===== src/rtl/mem_port_arbiter_pkg.sv =====
// Shared definitions for the memory port arbiter slice.
// Contents: FSM state encoding, transaction owner encoding, data widths,
// starvation counter width and the fetch word-select helper.
package mem_port_arbiter_pkg;

    localparam int MEM_DATA_W = 64;
    localparam int IF_WORD_W  = 32;
    localparam int CNT_W      = 4;

    typedef enum logic [1:0] {
        IDLE = 2'd0,
        REQ  = 2'd1,
        WAIT = 2'd2
    } arb_state_t;

    typedef enum logic {
        OWN_IF = 1'b0,
        OWN_D  = 1'b1
    } owner_t;

    // Instruction words are 32 bits inside a 64-bit memory beat; address
    // bit 2 picks the half.
    function automatic logic [IF_WORD_W-1:0] select_word(
        input logic [MEM_DATA_W-1:0] data,
        input logic                  upper
    );
        return upper ? data[63:32] : data[31:0];
    endfunction

endpackage


===== src/rtl/mem_port_arbiter_if.sv =====
// Bundle of all handshake and bus signals around the memory port arbiter.
// Ports: none (pure signal bundle), parameter ADDR_W sets address widths.
// Modports:
//   master - the arbiter: accepts IF/D requests, drives the memory request
//            and routes responses back.
//   slave  - the environment: fetch stage, load/store stage and memory.
// Handshake: a request transfers in the cycle where *_req_valid and
// *_req_ready are both 1; the requester holds its payload stable while
// valid is high and ready is low. Ready and response valids are one-cycle
// pulses. mem_req_valid is held with a stable payload until mem_req_ready;
// mem_resp_valid is always accepted (no backpressure).
interface mem_port_arbiter_if #(parameter int ADDR_W = 32);

    logic              if_req_valid;
    logic              if_req_ready;
    logic [ADDR_W-1:0] if_addr;
    logic              if_kill;
    logic              if_resp_valid;
    logic [31:0]       if_rdata;

    logic              d_req_valid;
    logic              d_req_ready;
    logic              d_wen;
    logic [ADDR_W-1:0] d_addr;
    logic [63:0]       d_wdata;
    logic [7:0]        d_wmask;
    logic              d_resp_valid;
    logic [63:0]       d_rdata;

    logic              mem_req_valid;
    logic              mem_req_ready;
    logic              mem_wen;
    logic [ADDR_W-1:0] mem_addr;
    logic [63:0]       mem_wdata;
    logic [7:0]        mem_wmask;
    logic              mem_resp_valid;
    logic [63:0]       mem_rdata;

    modport master (
        input  if_req_valid, if_addr, if_kill,
        input  d_req_valid, d_wen, d_addr, d_wdata, d_wmask,
        input  mem_req_ready, mem_resp_valid, mem_rdata,
        output if_req_ready, if_resp_valid, if_rdata,
        output d_req_ready, d_resp_valid, d_rdata,
        output mem_req_valid, mem_wen, mem_addr, mem_wdata, mem_wmask
    );

    modport slave (
        output if_req_valid, if_addr, if_kill,
        output d_req_valid, d_wen, d_addr, d_wdata, d_wmask,
        output mem_req_ready, mem_resp_valid, mem_rdata,
        input  if_req_ready, if_resp_valid, if_rdata,
        input  d_req_ready, d_resp_valid, d_rdata,
        input  mem_req_valid, mem_wen, mem_addr, mem_wdata, mem_wmask
    );

endinterface


===== src/rtl/mem_arb_pick.sv =====
// Grant decision and starvation counter next-state for the memory arbiter.
// Ports:
//   idle          in  arbiter is free to grant this cycle
//   if_req_valid  in  fetch request
//   if_kill       in  fetch kill (blocks the fetch grant)
//   d_req_valid   in  data request
//   cnt           in  current starvation count
//   grant_d       out data request wins
//   grant_if      out fetch request wins
//   cnt_next      out next starvation count
module mem_arb_pick
    import mem_port_arbiter_pkg::*;
#(
    parameter int STARVE_LIMIT = 4
) (
    input  logic             idle,
    input  logic             if_req_valid,
    input  logic             if_kill,
    input  logic             d_req_valid,
    input  logic [CNT_W-1:0] cnt,
    output logic             grant_d,
    output logic             grant_if,
    output logic [CNT_W-1:0] cnt_next
);

    localparam logic [CNT_W-1:0] LIMIT = CNT_W'(STARVE_LIMIT);

    logic if_live;
    logic if_starved;

    always_comb begin
        if_live    = if_req_valid && !if_kill;
        // Data normally wins; once fetch has lost LIMIT times in a row it wins.
        if_starved = if_live && (cnt == LIMIT);
        grant_d    = idle && d_req_valid && !if_starved;
        grant_if   = idle && !grant_d && if_live;

        cnt_next = cnt;
        if (idle) begin
            if (grant_if || !if_req_valid) begin
                cnt_next = '0;
            end else if (grant_d && if_live && (cnt != LIMIT)) begin
                cnt_next = cnt + 1'b1;
            end
        end
    end

endmodule


===== src/rtl/mem_port_arbiter.sv =====
// Shares one downstream memory port between instruction fetch (IF) and
// load/store (D), with one outstanding transaction at a time. Data has
// priority; fetch is forced through after STARVE_LIMIT consecutive losses.
// Killed fetches still complete on the memory side but their response is
// dropped.
// Ports:
//   clk, rst       clock and synchronous active-high reset
//   bus            arbiter side (master modport) of mem_port_arbiter_if
//   dbg_state      current FSM state
//   dbg_starve_cnt current starvation counter
module mem_port_arbiter
    import mem_port_arbiter_pkg::*;
#(
    parameter int ADDR_W       = 32,
    parameter int STARVE_LIMIT = 4
) (
    input  logic               clk,
    input  logic               rst,
    mem_port_arbiter_if.master bus,
    output arb_state_t         dbg_state,
    output logic [CNT_W-1:0]   dbg_starve_cnt
);

    arb_state_t              state_q;
    owner_t                  owner_q;
    logic                    killed_q;
    logic                    wen_q;
    logic [ADDR_W-1:0]       addr_q;
    logic [MEM_DATA_W-1:0]   wdata_q;
    logic [7:0]              wmask_q;
    logic [CNT_W-1:0]        cnt_q;
    logic [CNT_W-1:0]        cnt_next;
    logic                    grant_d;
    logic                    grant_if;
    logic                    idle;
    logic                    resp_cycle;
    logic                    d_resp;
    logic                    if_resp;

    // Gating with rst keeps every valid/ready at 0 while reset is held,
    // even if the state register still holds a mid-transaction value.
    assign idle = !rst && (state_q == IDLE);

    mem_arb_pick #(.STARVE_LIMIT(STARVE_LIMIT)) u_pick (
        .idle         (idle),
        .if_req_valid (bus.if_req_valid),
        .if_kill      (bus.if_kill),
        .d_req_valid  (bus.d_req_valid),
        .cnt          (cnt_q),
        .grant_d      (grant_d),
        .grant_if     (grant_if),
        .cnt_next     (cnt_next)
    );

    always_ff @(posedge clk) begin
        if (rst) begin
            state_q  <= IDLE;
            owner_q  <= OWN_IF;
            killed_q <= 1'b0;
            wen_q    <= 1'b0;
            addr_q   <= '0;
            wdata_q  <= '0;
            wmask_q  <= '0;
            cnt_q    <= '0;
        end else begin
            cnt_q <= cnt_next;
            case (state_q)
                IDLE: begin
                    if (grant_d) begin
                        owner_q  <= OWN_D;
                        killed_q <= 1'b0;
                        wen_q    <= bus.d_wen;
                        addr_q   <= bus.d_addr;
                        wdata_q  <= bus.d_wdata;
                        wmask_q  <= bus.d_wmask;
                        state_q  <= REQ;
                    end else if (grant_if) begin
                        owner_q  <= OWN_IF;
                        killed_q <= 1'b0;
                        wen_q    <= 1'b0;
                        addr_q   <= bus.if_addr;
                        wdata_q  <= '0;
                        wmask_q  <= '0;
                        state_q  <= REQ;
                    end
                end
                REQ: begin
                    if (owner_q == OWN_IF && bus.if_kill) killed_q <= 1'b1;
                    if (bus.mem_req_ready) state_q <= WAIT;
                end
                WAIT: begin
                    if (owner_q == OWN_IF && bus.if_kill) killed_q <= 1'b1;
                    if (bus.mem_resp_valid) state_q <= IDLE;
                end
                default: state_q <= IDLE;
            endcase
        end
    end

    // A response outside WAIT is a protocol error and is ignored.
    assign resp_cycle = !rst && (state_q == WAIT) && bus.mem_resp_valid;
    assign d_resp     = resp_cycle && (owner_q == OWN_D);
    // A kill arriving in the response cycle itself also drops the response.
    assign if_resp    = resp_cycle && (owner_q == OWN_IF) && !killed_q && !bus.if_kill;

    assign bus.if_req_ready  = grant_if;
    assign bus.d_req_ready   = grant_d;
    assign bus.mem_req_valid = !rst && (state_q == REQ);
    assign bus.mem_wen       = wen_q;
    assign bus.mem_addr      = addr_q;
    assign bus.mem_wdata     = wdata_q;
    assign bus.mem_wmask     = wmask_q;
    assign bus.d_resp_valid  = d_resp;
    assign bus.d_rdata       = d_resp ? bus.mem_rdata : '0;
    assign bus.if_resp_valid = if_resp;
    assign bus.if_rdata      = if_resp ? select_word(bus.mem_rdata, addr_q[2]) : '0;

    assign dbg_state      = state_q;
    assign dbg_starve_cnt = cnt_q;

endmodule


===== src/flat_wrapper.sv =====
// flat-port wrapper written by rule: the top's interface ports become plain ports
module mem_port_arbiter_flat import mem_port_arbiter_pkg::*;
#(
    parameter int ADDR_W       = 32,
    parameter int STARVE_LIMIT = 4
)
  (clk, rst, dbg_state, dbg_starve_cnt, bus_if_req_valid, bus_if_addr, bus_if_kill, bus_d_req_valid, bus_d_wen, bus_d_addr, bus_d_wdata, bus_d_wmask, bus_mem_req_ready, bus_mem_resp_valid, bus_mem_rdata, bus_if_req_ready, bus_if_resp_valid, bus_if_rdata, bus_d_req_ready, bus_d_resp_valid, bus_d_rdata, bus_mem_req_valid, bus_mem_wen, bus_mem_addr, bus_mem_wdata, bus_mem_wmask);
  mem_port_arbiter_if #(.ADDR_W(ADDR_W)) bus_i ();
  input  logic clk;
  input  logic rst;
  output arb_state_t dbg_state;
  output logic [CNT_W-1:0] dbg_starve_cnt;
  input wire logic [$bits(bus_i.if_req_valid)-1:0] bus_if_req_valid;
  input wire logic [$bits(bus_i.if_addr)-1:0] bus_if_addr;
  input wire logic [$bits(bus_i.if_kill)-1:0] bus_if_kill;
  input wire logic [$bits(bus_i.d_req_valid)-1:0] bus_d_req_valid;
  input wire logic [$bits(bus_i.d_wen)-1:0] bus_d_wen;
  input wire logic [$bits(bus_i.d_addr)-1:0] bus_d_addr;
  input wire logic [$bits(bus_i.d_wdata)-1:0] bus_d_wdata;
  input wire logic [$bits(bus_i.d_wmask)-1:0] bus_d_wmask;
  input wire logic [$bits(bus_i.mem_req_ready)-1:0] bus_mem_req_ready;
  input wire logic [$bits(bus_i.mem_resp_valid)-1:0] bus_mem_resp_valid;
  input wire logic [$bits(bus_i.mem_rdata)-1:0] bus_mem_rdata;
  output wire logic [$bits(bus_i.if_req_ready)-1:0] bus_if_req_ready;
  output wire logic [$bits(bus_i.if_resp_valid)-1:0] bus_if_resp_valid;
  output wire logic [$bits(bus_i.if_rdata)-1:0] bus_if_rdata;
  output wire logic [$bits(bus_i.d_req_ready)-1:0] bus_d_req_ready;
  output wire logic [$bits(bus_i.d_resp_valid)-1:0] bus_d_resp_valid;
  output wire logic [$bits(bus_i.d_rdata)-1:0] bus_d_rdata;
  output wire logic [$bits(bus_i.mem_req_valid)-1:0] bus_mem_req_valid;
  output wire logic [$bits(bus_i.mem_wen)-1:0] bus_mem_wen;
  output wire logic [$bits(bus_i.mem_addr)-1:0] bus_mem_addr;
  output wire logic [$bits(bus_i.mem_wdata)-1:0] bus_mem_wdata;
  output wire logic [$bits(bus_i.mem_wmask)-1:0] bus_mem_wmask;
  assign bus_i.if_req_valid = bus_if_req_valid;
  assign bus_i.if_addr = bus_if_addr;
  assign bus_i.if_kill = bus_if_kill;
  assign bus_i.d_req_valid = bus_d_req_valid;
  assign bus_i.d_wen = bus_d_wen;
  assign bus_i.d_addr = bus_d_addr;
  assign bus_i.d_wdata = bus_d_wdata;
  assign bus_i.d_wmask = bus_d_wmask;
  assign bus_i.mem_req_ready = bus_mem_req_ready;
  assign bus_i.mem_resp_valid = bus_mem_resp_valid;
  assign bus_i.mem_rdata = bus_mem_rdata;
  assign bus_if_req_ready = bus_i.if_req_ready;
  assign bus_if_resp_valid = bus_i.if_resp_valid;
  assign bus_if_rdata = bus_i.if_rdata;
  assign bus_d_req_ready = bus_i.d_req_ready;
  assign bus_d_resp_valid = bus_i.d_resp_valid;
  assign bus_d_rdata = bus_i.d_rdata;
  assign bus_mem_req_valid = bus_i.mem_req_valid;
  assign bus_mem_wen = bus_i.mem_wen;
  assign bus_mem_addr = bus_i.mem_addr;
  assign bus_mem_wdata = bus_i.mem_wdata;
  assign bus_mem_wmask = bus_i.mem_wmask;
  mem_port_arbiter #(.ADDR_W(ADDR_W), .STARVE_LIMIT(STARVE_LIMIT)) u_core (.clk(clk), .rst(rst), .bus(bus_i), .dbg_state(dbg_state), .dbg_starve_cnt(dbg_starve_cnt));
endmodule

===== config.mk =====
export PLATFORM = sky130hd
export DESIGN_NAME = mem_port_arbiter_flat
export DESIGN_NICKNAME = d
export VERILOG_FILES = /design/src/rtl/mem_port_arbiter_pkg.sv /design/src/rtl/mem_port_arbiter_if.sv /design/src/rtl/mem_arb_pick.sv /design/src/rtl/mem_port_arbiter.sv /design/src/flat_wrapper.sv
export SDC_FILE = /design/constraint.sdc
export NUM_CORES = 1
export LEC_CHECK = 0
export CORE_AREA = 2 2 165 167
export CTS_CLUSTER_DIAMETER = 100
export DETAILED_ROUTE_END_ITERATION = 7
export DIE_AREA = 0 0 167 169
export SLEW_MARGIN = 20
export SYNTH_ARGS = -nofsm -noshare
export SYNTH_HDL_FRONTEND = slang
export SYNTH_HIERARCHICAL = 1
export SYNTH_SLANG_ARGS = --single-unit

===== constraint.sdc =====
create_clock -name clk -period 3.1 [get_ports clk]
set_clock_uncertainty 0.05 [all_clocks]
set_input_delay 0.62 -clock clk [delete_from_list [all_inputs] [get_ports clk]]
set_output_delay 0.62 -clock clk [all_outputs]
set_load 0.02 [all_outputs]

After elaboration in Yosys (flattened, before gate mapping)
Cells that the tools add are included.
{"block": "totals", "latchBits": 0, "mem_bits_ro": 0, "ramBits": 0, "ff_bits": 113, "n_memories": 0}
{"block": "op_classes", "bitwise_logic": 1, "add_sub_neg": 1, "mul": 0, "mux": 22, "shifts": 0, "n_div": 0, "n_eq_ne": 8, "n_reduce_logical": 33, "n_lt_le_gt_ge": 0}
{"operator": "$mux 64", "count": 3}
{"operator": "$mux 32", "count": 4}
{"operator": "$logic_and 1x1->1", "count": 17}
{"operator": "$mux 8", "count": 2}
{"operator": "$mux 2", "count": 4}
{"operator": "$mux 4", "count": 2}
{"operator": "$logic_not 1->1", "count": 6}
{"operator": "$pmux 2 s3", "count": 1}
{"operator": "$reduce_and 3->1", "count": 2}
{"operator": "$reduce_bool 2->1", "count": 3}
{"operator": "$mux 1", "count": 5}
{"operator": "$add 4x1->4 const B", "count": 1}
{"operator": "$eq 4x3->1 const B", "count": 1}
{"operator": "$ne 2x2->1 const B", "count": 2}
{"operator": "$ne 4x3->1 const B", "count": 1}
{"operator": "$reduce_and 2->1", "count": 2}
{"operator": "$ne 3x3->1 const B", "count": 1}
{"operator": "$eq 2x1->1 const B", "count": 1}
{"operator": "$eq 2x2->1 const B", "count": 1}
{"operator": "$logic_not 2->1", "count": 1}
{"operator": "$ne 2x1->1 const B", "count": 1}
{"operator": "$pmux 1 s2", "count": 1}
{"operator": "$reduce_or 2->1", "count": 1}
{"operator": "$logic_or 1x1->1", "count": 1}
{"operator": "$not 1->1", "count": 1}

Longest topological paths before layout
Gate-level depths: netlist (run 1).
{"block": "logic_depth", "depth_word": 11, "depth_mapped": 13, "ltp_nobuf": 8}

Hierarchy
Netlist (run 1), hierarchy kept.
{"mod": "mem_port_arbiter", "area_each_um2": 5336.4, "seq_area_each_um2": 2262.2, "cells_per_inst": 656, "n_inst": 1}
{"mod": "mem_arb_pick", "area_each_um2": 188.9, "seq_area_each_um2": 0.0, "cells_per_inst": 29, "n_inst": 1}

Worst setup path after synthesis (run 1)
No wires, ideal clock.
{"block": "synth_timing", "path_type": "register to register", "from": "register u_core.state_q[0], in the netlist u_core/dbg_state[0]", "to": "register u_core.wdata_q[12], in the netlist u_core/bus.mem_wdata[12]", "slack_ps": -81, "period_less_slack_ps": 3181, "t_arrival_ps": 3060, "stages_incl_launch_ff": 13, "required_ps": 2980, "cell_sequence": "dfxtp_1 inv_1 ha_1 clkbuf_1 clkbuf_1 nor2b_1 nand2_1 a21oi_1 buf_2 buf_2 clkbuf_1 nand3_1 a21oi_1"}
{"block": "synth_via", "elab_chain_len": 9}
{"element": "start: declaration", "line": "mem_port_arbiter.sv:24", "text": "arb_state_t state_q;"}
{"element": "start signal: assignment", "line": "mem_port_arbiter.sv:57", "text": "state_q <= IDLE;"}
{"element": "start signal: assignment", "line": "mem_port_arbiter.sv:76", "text": "state_q <= REQ;"}
{"element": "start signal: assignment", "line": "mem_port_arbiter.sv:84", "text": "state_q <= REQ;"}
{"element": "$logic_not 2->1 *", "line": "mem_port_arbiter.sv:42", "text": "assign idle = !rst && (state_q == IDLE);"}
{"element": "$logic_and 1x1->1 *", "line": "mem_port_arbiter.sv:42"}
{"element": "named net u_core.idle", "line": "mem_port_arbiter.sv:35", "text": "logic idle;"}
{"element": "$logic_and 1x1->1 * (2 in series)", "line": "mem_arb_pick.sv:35", "text": "grant_d = idle && d_req_valid && !if_starved;"}
{"element": "named net bus_d_req_ready", "line": "flat_wrapper.sv:27", "text": "output wire logic [$bits(bus_i.d_req_ready)-1:0] bus_d_req_ready;"}
{"element": "$logic_not 1->1", "line": "mem_arb_pick.sv:36", "text": "grant_if = idle && !grant_d && if_live;"}
{"element": "$logic_and 1x1->1 (2 in series)", "line": "mem_arb_pick.sv:36"}
{"element": "$reduce_bool 2->1 (no line)"}
{"element": "$reduce_and 2->1 (no line)"}
{"element": "end signal: assignment", "line": "mem_port_arbiter.sv:74", "text": "wdata_q <= bus.d_wdata;"}
{"element": "end: declaration", "line": "mem_port_arbiter.sv:29", "text": "logic [MEM_DATA_W-1:0] wdata_q;"}
Mark *: on every way through the listed nets, which the timed path passes. The rest lies on a longest branch.
A chain may end at the register's enable or synchronous reset.

Worst setup path in the final report (run 1)
{"block": "layout_timing", "from": "input bus_mem_resp_valid", "to": "output bus_if_rdata[22]"}
{"block": "layout_via", "elab_chain_len": 5}
{"element": "start: declaration", "line": "flat_wrapper.sv:22", "text": "input wire logic [$bits(bus_i.mem_resp_valid)-1:0] bus_mem_resp_valid;"}
{"element": "$logic_and 1x1->1", "line": "mem_port_arbiter.sv:101", "text": "assign resp_cycle = !rst && (state_q == WAIT) && bus.mem_resp_valid;"}
{"element": "$logic_and 1x1->1 (3 in series)", "line": "mem_port_arbiter.sv:104", "text": "assign if_resp = resp_cycle && (owner_q == OWN_IF) && !killed_q && !bus.if_kill;"}
{"element": "$mux 32", "line": "mem_port_arbiter.sv:116", "text": "assign bus.if_rdata = if_resp ? select_word(bus.mem_rdata, addr_q[2]) : '0;"}
{"element": "end: declaration", "line": "flat_wrapper.sv:26", "text": "output wire logic [$bits(bus_i.if_rdata)-1:0] bus_if_rdata;"}
Every way passes these cells.

==> impl_metrics.yaml, run 1 <==
synthesis:
  synthesis.nets: 900
  ys_ff_latch: 113
  ys_types: 32
  yosys_warnings: 6
  synth.avg_cell_area_um2: 8.07
  synth_area_leader_cell: "dfxtp_1"
  ys_seq_area_frac: 0.409
  yosys-top-cells-area: "dfxtp_1 (41%), mux2i_1 (12%), a21oi_1 (7.3%)"
  synthDominantCellAreaShare: 0.409
  synthesis.area_um2: 5530
  syn-instance-count: 685
power:
  powerDensity_nw_per_um2: 584
  worst_ir_drop_vdd_mv: 0.306
  switchingPower_mw: 2.14
  p_sw_frac: 0.346
  p_clk_frac: 0.325
  leakage_nw: 4.22
  pwr-share-comb: 0.377
  p_seq_frac: 0.298
  p_int_mw: 4.05
  design_power_total_mw: 6.19
sta:
  slew_headroom: 0.411
  maxSlewViolCount: 0
  grt_setup_unrepaired: "no"
  final.setup.tns_ns: 0
  period_share: 0.981
  fmax_mhz: 329
  timing.final.ws_setup_ns: 0.0602
  worstMarginPinSlew_ns: 0.884
  period_needed_ns: 3.04
  finalHoldViolCount: 0
  finalSetupViolations: 0
cts:
  holdBufCountCts: 0
  cts_tree: "yes"
  path_clk_slew_ns: 0.05
  clockRootBuffer: "clkbuf_16"
  clock_sinks: 113
  clock_latency_ns: 0.40
  cts-buffers-inserted: 17
  h-tree-depth: 4
  clk_path_buf_depth: 2
place:
  post-place-ws_ns: -0.238
  dp.cells: 1400
  port_buffers: 419
  place_hpwl_um: 19200
  place.gp.congestion: 0.823
floorplanning:
  die_h_um: 169
  io_pins: 420
  start_util: 0.208
  floorplan.die_area_um2: 28200
  core-area_um2: 26500
  floorplan.rows: 60
  die_w_um: 167
cells_and_area:
  multiInputGateArea_um2: 2980
  final_core_util: 0.400
  fin_nets: 1293
  fin_cells: 1437
  fill_cells: 2735
  drive_above_1_share: 0.0642
  seqCellArea_um2: 2260
  area_delta_synth_final_pct: 91.9
  mostFrequentLayoutCells: "clkdlybuf4s50_1 (320), dfxtp_1 (112), a21oi_1 (80)"
  layout_commonest_cell: "clkdlybuf4s50_1"
critical_path:
  max_stage_delay_ns: 0.54
  crit_fanout: 33
  critPathCaptureType: "output port"
  worst_setup_path_start_kind: "input pin"
  cp.arrival_ns: 2.37
  path_class: "in -> out"
  worstPathRequired_ns: 2.43
  crit_slowest_cell: "clkdlybuf4s50_1"
  path_cells: "clkdlybuf4s50_1, nand3b_4, or4_1, buf_12, nor2_1, clkdlybuf4s15_1"
drt:
  vias: 6285
  dr.pass1.iters: 4
  detail-route-antenna-nets: 0
  drt_iter0_drc: 229
  drc: 0
  viasPerCell: 4.37
  totalWireLength_um: 25100
  wl_per_cell_um: 17.5
global_routing:
  overflow: 0
  grt_pass1_vias: 6178
  grt_pass1_wl_um: 36800
  antenna_found_initial: 7
  grt_max_degree: 78
  grt_use_total: 0.169
run:
  maxCapViolations: 0
worst_hold_path:
  worstHoldPathType: "reg -> reg"
outcome:
  status: "complete, no violations"
-- cell type report --
cell class	count	share of cell area
inverters	8	0.00283
diodes	6	0.00142
clock inverters	12	0.0150
flip-flops and latches	113	0.213
repair buffers	437	0.404
multi-input cells	501	0.281
clock buffers	19	0.0418
well taps	341	0.0402
-- metrics by stage --
step	hold slack, ns	area [um2]
after detailed placement	0.393	10100
after global routing	0.413	10600
after floorplan	0.398	5530
after global placement	0.387	10100
after CTS	0.401	10600
final	0.398	10600
-- cell families (layout without fill, tap and decap cells) --
logic type	after synthesis	count (layout)	share of synthesized area
buf+inv	71	476	0.0575
fa+ha+maj	7	7	0.0159
simple gates	306	306	0.271
compound gates	122	122	0.127
flops	113	113	0.409
other cells	0	6	0
mux	66	66	0.120
-- worst paths after layout --
kind,startpoint,to,slack [ns],depth (start not counted)
worst min register to register,u_core/bus.mem_wdata[58],u_core/bus.mem_wdata[58],0.40,2
worst max register to register,u_core/dbg_state[1],u_core/bus.mem_addr[15],0.68,10
worst min-delay path,u_core/bus.mem_wdata[58],u_core/bus.mem_wdata[58],0.40,2
worst max-delay path,bus_mem_resp_valid,bus_if_rdata[22],0.06,6
-- flip-flops by register name (all words and copies together) (netlist names) --
name / count
u_core/bus.mem_wdata: 64
u_core/bus.mem_wmask: 8
u_core/bus.mem_addr: 32
u_core/dbg_state: 2
u_core/dbg_starve_cnt: 4
u_core/bus.mem_wen: 1
u_core/killed_q: 1
u_core/owner_q: 1
-- synth_stat cells, drive strengths merged --
cell type    n
a211oi      32
a21oi       81
a221oi       1
and2        64
and3b        1
and4         1
and4b        1
and4bb       1
buf         28
clkbuf      35
dfxtp      113
ha           7
inv          8
mux2i       66
nand2       78
nand2b       4
nand3       75
nand3b       2
nand4        1
nand4b       1
nor2        65
nor2b        7
nor3         1
nor3b        1
o21a         2
o21ai        6
or3          1
or4          2
-- timing repair --
action,4_1_cts,5_1_grt
gates cloned,0,0
hold endpoints to repair,0,0
setup endpoints to repair,89,27
gates resized for setup,89,36
buffers inserted,0,0
-- worst max-delay path: cells and delay by family --
family	cells	cell delay (ns)
buf+inv	3	1.05
simple gates	3	0.68
-- power groups by stage --
stage	registers (mW)	logic [mW]	clock network [mW]
CTS	1.85	2.37	2.07
floorplan	2.16	0.943	0
global placement	1.86	2.37	0
finish	1.84	2.34	2.01
global route	1.87	2.52	2.14
detailed placement	1.87	2.37	0
-- routing by layer --
| layer | global-route usage | part of all wire |
|---|---|---|
| met5 | 0 | 0.00040 |
| met4 | 0.0551 | 0.011 |
| met3 | 0.0631 | 0.095 |
| met2 | 0.309 | 0.52 |
| met1 | 0.180 | 0.37 |
Note: power is estimated with default switching activity, not from simulation.
==> inputs of run 2 (changes only) <==
Settings changed: RECOVER_POWER set to 100.
==> run 2 against run 1 <==
First-iteration DRC count decreased by 16%; core utilization down 0.50 points; largest power group unchanged; via count decreased by 0.29%; critical path type unchanged; global-route usage unchanged.
==> impl_metrics.yaml, run 2 (synthesis results as in run 1) <==
outcome:
  status: "complete, no violations"
drt:
  totalWireLength_um: 25100
  wl_per_cell_um: 17.5
  dr.pass1.iters: 6
  detail-route-antenna-nets: 0
  drc: 0
  viasPerCell: 4.36
  vias: 6267
  drt_iter0_drc: 193
power:
  worst_ir_drop_vdd_mv: 0.309
  leakage_nw: 4.39
  design_power_total_mw: 6.05
  powerDensity_nw_per_um2: 578
critical_path:
  r2r-start: "u_core/dbg_starve_cnt[0]"
  critPathCaptureType: "output port"
  path_cells: "clkdlybuf4s50_1, nand3b_4, or4_1, buf_6, nor2_1, dlygate4sd2_1"
  crit_fanout: 33
  worst_setup_path_start_kind: "input pin"
  path_class: "in -> out"
  cp.arrival_ns: 2.37
  r2r.worst_path.cells: 9
  worstPathRequired_ns: 2.43
  r2r-end: "u_core/bus.mem_wmask[0]"
  crit_slowest_cell: "clkdlybuf4s50_1"
  r2r_setup_slack_ns: 0.29
  max_stage_delay_ns: 0.54
sta:
  finalHoldViolCount: 0
  final.setup.tns_ns: 0
  fmax_mhz: 329
  worstMarginPinSlew_ns: 1.13
  grt_setup_unrepaired: "no"
  period_needed_ns: 3.04
  slew_headroom: 0.250
  period_share: 0.981
  finalSetupViolations: 0
  maxSlewViolCount: 0
cells_and_area:
  fill_cells: 2759
  drive_above_1_share: 0.0541
  mostFrequentLayoutCells: "clkdlybuf4s50_1 (209), dfxtp_1 (112), dlygate4sd3_1 (111)"
  area_delta_synth_final_pct: 89.5
  multiInputGateArea_um2: 2960
  fin_cells: 1437
  layout_commonest_cell: "clkdlybuf4s50_1"
  fin_nets: 1293
  seqCellArea_um2: 2260
  largest_register_ffs: 64
floorplanning:
  die_h_um: 169
  start_util: 0.208
  io_pins: 420
  core-area_um2: 26500
  floorplan.die_area_um2: 28200
  die_w_um: 167
  floorplan.rows: 60
cts:
  h-tree-depth: 4
  clock_sinks: 113
  cts_tree: "yes"
  clk_path_buf_depth: 2
  holdBufCountCts: 0
  path_clk_slew_ns: 0.05
  clock_latency_ns: 0.40
  cts-buffers-inserted: 17
  cts_setup_buffers: 0
  clockRootBuffer: "clkbuf_16"
worst_hold_path:
  min_to: "u_core/bus.mem_wdata[58]"
  hold-path-cell-count: 2
  worstHoldPathType: "reg -> reg"
  hp-start: "u_core/bus.mem_wdata[58]"
place:
  place.gp.congestion: 0.823
  port_buffers: 419
  place_hpwl_um: 19200
  dp.cells: 1400
global_routing:
  grt_max_degree: 78
  overflow: 0
  grt_pass1_wl_um: 36800
  grt_pass1_vias: 6178
  grt_use_total: 0.169
  antenna_found_initial: 7
run:
  maxCapViolations: 0
==> run 2: cell count changes in the layout (fill, tap and decap cells not counted), moves of 5 or more <==
cell,before,now
dlygate4sd3_1,0,111
clkbuf_1,1,16
clkdlybuf4s50_1,320,209
and2_0,0,12
and2_1,64,52
clkbuf_2,9,4
buf_4,16,10
dlymetal6s2s_1,5,0
==> run 2: power breakdown <==
group          internal (mW)  switching (mW)  total [mW]
registers               1.71           0.128        1.83
logic                  0.934            1.27        2.21
clock network           1.29           0.722        2.01
==> run 2: critical path, delay by kind of cell <==
family	cells	cell delay [ns]
buffers and inverters	3	1.09
AND/OR/NAND/NOR	3	0.64
==> run 2: layout make-up <==
class,instances,area share
inverter,8,0.00287
clock inverter,12,0.0152
tap,341,0.0407
clock buffer,19,0.0423
timing repair buffer,437,0.398
multi-input combinational,501,0.283
antenna,6,0.00143
sequential,113,0.216
==> run 2: per-layer routing <==
metal | track usage | vias to the layer above | wire [um]
met5 | 0 | - | 10
met4 | 0.0551 | 2 | 361
met1 | 0.180 | 2852 | 9280
met2 | 0.309 | 260 | 13200
li1 | - | 3136 | -
met3 | 0.0631 | 17 | 2270
==> run 2: worst max path at each step <==
stage | start | to | slack, ns | cells after the start
after detailed placement | bus_mem_resp_valid | bus_if_rdata[22] | -0.24 | 6
after CTS | bus_mem_resp_valid | bus_d_rdata[26] | 0.002 | 7
after global routing | u_core/dbg_state[0] | bus_d_rdata[40] | 0.007 | 8
final | bus_mem_resp_valid | bus_if_rdata[4] | 0.06 | 6
after global placement | bus_mem_resp_valid | bus_if_rdata[9] | -0.16 | 6
after floorplan | u_core/dbg_state[0] | u_core/bus.mem_wdata[12] | 0.06 | 12
==> run 2: timing repair <==
item | 4_1_cts | 5_1_grt
endpoints found under the setup margin | 89 | 27
resized for setup | 89 | 36
cloned | 0 | 0
==> run 2: through the flow <==
stage               setup slack (ns)  hold WS [ns]   util  cell area, um2
floorplan                     0.0606         0.398      -            5530
global placement              -0.163         0.387  0.381           10100
detailed placement            -0.238         0.393  0.381           10100
CTS                          0.00168         0.401  0.400           10600
global route                 0.00708         0.410  0.395           10500
finish                        0.0580         0.395  0.395           10500
